### src/rtl/gpu_pkg.sv
// Shared compute-unit types: per-warp lifecycle encoding and default table sizing.
package gpu_pkg;

  typedef enum logic [1:0] {
    WS_IDLE  = 2'd0,
    WS_READY = 2'd1,
    WS_BUSY  = 2'd2,
    WS_DONE  = 2'd3
  } warp_state_e;

  localparam int unsigned DEF_NUM_WARPS   = 4;
  localparam int unsigned DEF_PC_WIDTH    = 8;
  localparam int unsigned DEF_INSTR_BYTES = 2;

endpackage

### src/rtl/warp_slot.sv
// One warp's lifecycle state and PC, advanced by pre-decoded launch/issue/writeback strobes.
module warp_slot
  import gpu_pkg::*;
#(
  parameter int unsigned PC_WIDTH    = DEF_PC_WIDTH,
  parameter int unsigned INSTR_BYTES = DEF_INSTR_BYTES
) (
  input  logic                clk_i,
  input  logic                reset_i,
  input  logic                launch_i,
  input  logic [PC_WIDTH-1:0] launch_pc_i,
  input  logic                issue_i,
  input  logic                wb_i,
  input  logic                wb_branch_i,
  input  logic [PC_WIDTH-1:0] wb_target_i,
  input  logic                wb_halt_i,
  output warp_state_e         state_o,
  output logic [PC_WIDTH-1:0] pc_o,
  output logic                illegal_o
);

  warp_state_e         state_q, state_d;
  logic [PC_WIDTH-1:0] pc_q, pc_d;

  always_ff @(posedge clk_i) begin
    if (reset_i) begin
      state_q <= WS_IDLE;
      pc_q    <= '0;
    end else begin
      state_q <= state_d;
      pc_q    <= pc_d;
    end
  end

  // Each event is legal in a disjoint set of states, so at most one of the
  // branches below can update state; the rest only flag as illegal.
  always_comb begin
    state_d   = state_q;
    pc_d      = pc_q;
    illegal_o = 1'b0;

    if (launch_i) begin
      if (state_q == WS_IDLE || state_q == WS_DONE) begin
        state_d = WS_READY;
        pc_d    = launch_pc_i;
      end else begin
        illegal_o = 1'b1;
      end
    end

    if (issue_i) begin
      if (state_q == WS_READY) begin
        state_d = WS_BUSY;
        pc_d    = pc_q + PC_WIDTH'(INSTR_BYTES);
      end else begin
        illegal_o = 1'b1;
      end
    end

    if (wb_i) begin
      if (state_q == WS_BUSY) begin
        if (wb_halt_i) begin
          state_d = WS_DONE;
        end else begin
          state_d = WS_READY;
          if (wb_branch_i) pc_d = wb_target_i;
        end
      end else begin
        illegal_o = 1'b1;
      end
    end
  end

  assign state_o = state_q;
  assign pc_o    = pc_q;

endmodule

### src/rtl/warp_state_table.sv
// Per-warp PC/lifecycle table: decodes event indices to slots, reports readiness,
// completion and a registered pulse for any ignored event.
module warp_state_table
  import gpu_pkg::*;
#(
  parameter int unsigned NUM_WARPS   = DEF_NUM_WARPS,
  parameter int unsigned PC_WIDTH    = DEF_PC_WIDTH,
  parameter int unsigned INSTR_BYTES = DEF_INSTR_BYTES,
  localparam int unsigned WID_W      = $clog2(NUM_WARPS)
) (
  input  logic                          clk,
  input  logic                          reset,
  input  logic                          launch_valid,
  input  logic [WID_W-1:0]              launch_warp,
  input  logic [PC_WIDTH-1:0]           launch_pc,
  input  logic                          issue_valid,
  input  logic [WID_W-1:0]              issue_warp,
  input  logic                          wb_valid,
  input  logic [WID_W-1:0]              wb_warp,
  input  logic                          wb_branch,
  input  logic [PC_WIDTH-1:0]           wb_target,
  input  logic                          wb_halt,
  input  logic [NUM_WARPS-1:0]          future_ready,
  output logic [NUM_WARPS*PC_WIDTH-1:0] pc,
  output logic [NUM_WARPS-1:0]          ready,
  output logic [NUM_WARPS-1:0]          done,
  output logic                          all_done,
  output logic                          err
);

  localparam logic [WID_W:0] NW = (WID_W + 1)'(NUM_WARPS);

  logic [NUM_WARPS-1:0] slot_illegal;
  logic [NUM_WARPS-1:0] slot_active;
  logic                 range_err;
  logic                 err_q, err_d;

  for (genvar gi = 0; gi < NUM_WARPS; gi++) begin : g_slot
    warp_state_e         slot_state;
    logic [PC_WIDTH-1:0] slot_pc;

    warp_slot #(
      .PC_WIDTH   (PC_WIDTH),
      .INSTR_BYTES(INSTR_BYTES)
    ) u_slot (
      .clk_i      (clk),
      .reset_i    (reset),
      .launch_i   (launch_valid && (launch_warp == WID_W'(gi))),
      .launch_pc_i(launch_pc),
      .issue_i    (issue_valid && (issue_warp == WID_W'(gi))),
      .wb_i       (wb_valid && (wb_warp == WID_W'(gi))),
      .wb_branch_i(wb_branch),
      .wb_target_i(wb_target),
      .wb_halt_i  (wb_halt),
      .state_o    (slot_state),
      .pc_o       (slot_pc),
      .illegal_o  (slot_illegal[gi])
    );

    assign pc[gi*PC_WIDTH +: PC_WIDTH] = slot_pc;
    assign ready[gi]       = (slot_state == WS_READY) && future_ready[gi];
    assign done[gi]        = (slot_state == WS_DONE);
    assign slot_active[gi] = (slot_state == WS_READY) || (slot_state == WS_BUSY);
  end

  // Indices past the table (only reachable when NUM_WARPS is not a power of two)
  // match no slot, so they must be flagged here.
  always_comb begin
    range_err = (launch_valid && ({1'b0, launch_warp} >= NW)) ||
                (issue_valid  && ({1'b0, issue_warp}  >= NW)) ||
                (wb_valid     && ({1'b0, wb_warp}     >= NW));
    err_d     = range_err || (|slot_illegal);
  end

  always_ff @(posedge clk) begin
    if (reset) err_q <= 1'b0;
    else       err_q <= err_d;
  end

  assign err      = err_q;
  assign all_done = ~(|slot_active) && (|done);

endmodule

### config.mk
export PLATFORM = sky130hd
export DESIGN_NAME = warp_state_table
export DESIGN_NICKNAME = d
export VERILOG_FILES = /design/src/rtl/gpu_pkg.sv /design/src/rtl/warp_slot.sv /design/src/rtl/warp_state_table.sv
export SDC_FILE = /design/constraint.sdc
export NUM_CORES = 1
export LEC_CHECK = 0
export CORE_ASPECT_RATIO = 1.1
export CORE_UTILIZATION = 45
export CTS_CLUSTER_SIZE = 14
export DETAILED_ROUTE_END_ITERATION = 10
export GPL_TIMING_DRIVEN = 0
export HOLD_SLACK_MARGIN = 0.06
export MAX_ROUTING_LAYER = met4
export PLACE_DENSITY = 0.77
export SLEW_MARGIN = 20
export SYNTH_ARGS = -nofsm -noshare
export SYNTH_HDL_FRONTEND = slang
export SYNTH_SLANG_ARGS = --single-unit
### constraint.sdc
create_clock -name clk -period 1.7 [get_ports clk]
set_input_delay 0.425 -clock clk [delete_from_list [all_inputs] [get_ports clk]]
set_output_delay 0.425 -clock clk [all_outputs]
set_load 0.02 [all_outputs]
==> summary.txt <==
Run status
  – Status: complete, but fails checks
  – Failing checks: setup timing

Timing
  – Relative slew slack: 74.7%
  – Worst-margin pin slew: 378 ps
  – Slack of the critical path: -136 ps
  – RSZ-0062 raised after global routing: true
  – Slew Limit Fails: 0
  – Final setup viols: 6
  – Fmax: 0.545 GHz
  – Worst Skew: 7.58 ps
  – Fin crit period: 1840 ps
  – Final period utilization: 108%
  – Final Hold Viols: 0

Worst setup path
  – Critical path endpoint category: primary output
  – Worst Path Required: 1270 ps
  – Setup crit start: g_slot[1].u_slot.state_o[0]
  – Critical path arrival: 1410 ps
  – Critical path type: flop to primary output
  – R2R Path Start: g_slot[1].u_slot.state_o[0]
  – Maximum fanout along the worst path: 3
  – Crit start category: flop

Logic synthesis
  – Register bit count reported by yosys: 41
  – Synthesis Warnings: 0
  – Mapped Avg Cell Area: 8.38 µm²
  – Post-Synthesis Cell Area: 2950 µm²
  – Netlist cell types: 57
  – Async set-reset flop share out of synthesis: 0%
  – Post-Syn Instances: 352
  – Sequential element share of the synthesized area: 27.8%
  – Ys flop type: dfxtp_1
  – Syn Nets: 401
  – EDFF count, synth: 0

Clock network
  – CTS tree: yes
  – Clock Latency Late Sink: 300 ps
  – Hold buffer count at CTS: 0
  – H-tree depth: 2
  – Longest Clk Path Bufs: 2
  – CTS buffer count: 5
  – Root buffer cell: clkbuf_8
  – Clk slew on worst S/H paths: 90 ps
  – Clock sink count: 41

Global route
  – Largest net degree at the start of global routing: 14
  – Vias in the first global route: 3,162
  – Gr usage total: 31.1%
  – Antenna violations before repair: 0
  – First-pass GRT wire length: 15,900 µm
  – GRT Residual Overflow: 0

Pwr
  – Cell Pwr Density: 606 nW/µm²
  – Leakage: 1.92 nW
  – Worst vdd ir: 0.499 mV

Placed design
  – Placed inst area: 3780 µm²
  – DP Wirelength: 6900 µm
  – GP Congestion: 0.945
  – Number of I/O port buffers: 73

Die
  – Starting Density: 47.3%
  – Die width: 79.2 µm
  – Die ar.: 6880 µm²
  – Core area: 6230 µm²
  – Die height: 86.9 µm
  – Io pins: 75
  – # rows: 30

Final layout
  – Most common cell after layout, fill and taps aside: dlygate4sd2_1
  – Share of layout cells above drive strength 1: 27.9%
  – Synth-to-layout area growth: 49.4%
  – Final net count: 507
  – # diodes: 0
  – Final Core Density: 70.7%
  – Final std cell area, no fill: 4410 µm²
  – Commonest non-fill, non-tap cells in the layout: 41 x dlygate4sd2_1, 35 x nor2_1, 32 x dfxtp_1

Drt
  – Vias/cell: 6.26
  – Post-DRT Antenna Nets: 0
  – Final Routed Wirelength: 10,500 µm
  – Post-DR wirelength/cell: 19.5 µm
  – Drt pass-1 iters: 7
  – Vias: 3,374
  – Residual DRC count: 0
  – DR iter-0 viols: 321

Hold path
  – Hold Path Origin: g_slot[1].u_slot.pc_o[0]
  – Worst hold path class: flop to flop

Job
  – Max_cap viols: 0
==> stage by stage <==
step | power, mW | setup TNS, ps | worst slack, ps | hold WS, ps | cells
floorplan | 1.39 | 0 | 76.1 | 555 | 352
global placement | 1.64 | -20700 | -566 | 473 | 505
detailed placement | 1.65 | -21460 | -572 | 487 | 505
CTS | 2.60 | -110 | -104 | 497 | 526
global route | 2.76 | -812 | -205 | 530 | 539
finish | 2.67 | -378 | -136 | 505 | 539
==> routing by layer <==
metal | global-route usage, % | up-vias | wire length [µm]
li1 | - | 1561 | -
met1 | 39.7 | 1589 | 4360
met2 | 48.6 | 193 | 5080
met3 | 4.08 | 31 | 730
met4 | 15.0 | 0 | 350
met5 | - | - | 0
==> final timing paths <==
check,end,slack (ps),cells past startpoint
worst min-delay path,g_slot[1].u_slot.pc_o[0],510,2
worst max register to register,g_slot[1].u_slot.pc_o[5],-80,9
worst max-delay path,all_done,-140,5
worst min register to register,g_slot[1].u_slot.pc_o[0],510,2
==> worst max-delay path, stage by stage, from the launching register on <==
cell	delay, ps
dfxtp_4	370
inv_2	40
ha_4	280
nand4_1	110
nor2_1	140
buf_4	160
==> final cells by class <==
class	instances	area, µm²
Fill cell	504	1820
Clock inverter	3	65.1
Sequential cell	41	842
Tap cell	80	100
Multi-Input combinational cell	278	2210
Inverter	13	48.8
Buffer	20	183
Timing Repair Buffer	99	888
Clock buffer	5	68.8
==> cell usage after synthesis, types with 5 or more instances <==
master,number,area [µm²]
a211oi_1,8,60.1
a21oi_1,16,80.1
a311oi_1,14,123
and2_1,7,43.8
and3_1,5,31.3
buf_2,7,35.0
buf_4,8,60.1
dfxtp_1,41,821
ha_1,16,200
inv_1,13,48.8
mux2_2,6,67.6
mux2i_1,11,110
nand2_1,25,93.8
nand2b_1,12,75.1
nand3_1,15,75.1
nand4_1,6,37.5
nor2_1,40,150
nor3_1,6,30.0
o21ai_0,12,60.1
o221ai_1,6,52.6
o22ai_1,7,43.8
o32ai_1,9,78.8
==> report_power, final <==
part	switching [mW]	internal, mW	total, mW
Clock	0.366	0.584	0.950
Combinational	0.334	0.319	0.653
Sequential	0.0609	1.01	1.07
Total	0.761	1.91	2.67
==> cell families (layout without fill, tap and decap cells) <==
logic type | Yosys count | in the layout | synth area share (%)
DFF | 41 | 41 | 27.8
AOI/OAI and AO/OA | 97 | 97 | 24.2
buffers and inverters | 33 | 140 | 5.60
adders and majority gates | 16 | 16 | 6.79
muxes | 19 | 19 | 7.30
and+or+nand+nor | 146 | 146 | 28.3
==> registers in the layout, indices dropped and copies added, names as in the netlist <==
register               count
g_slot.u_slot.pc_o        32
g_slot.u_slot.state_o      8
err                        1
==> timing repair <==
action,in CTS,in global routing
pin swaps,7,21
endpoints found under the hold margin,0,0
cloned,1,0
endpoints found under the setup margin,79,30
setup buffers,12,13
resized for setup,111,54
(Power assumes the default switching activity.)
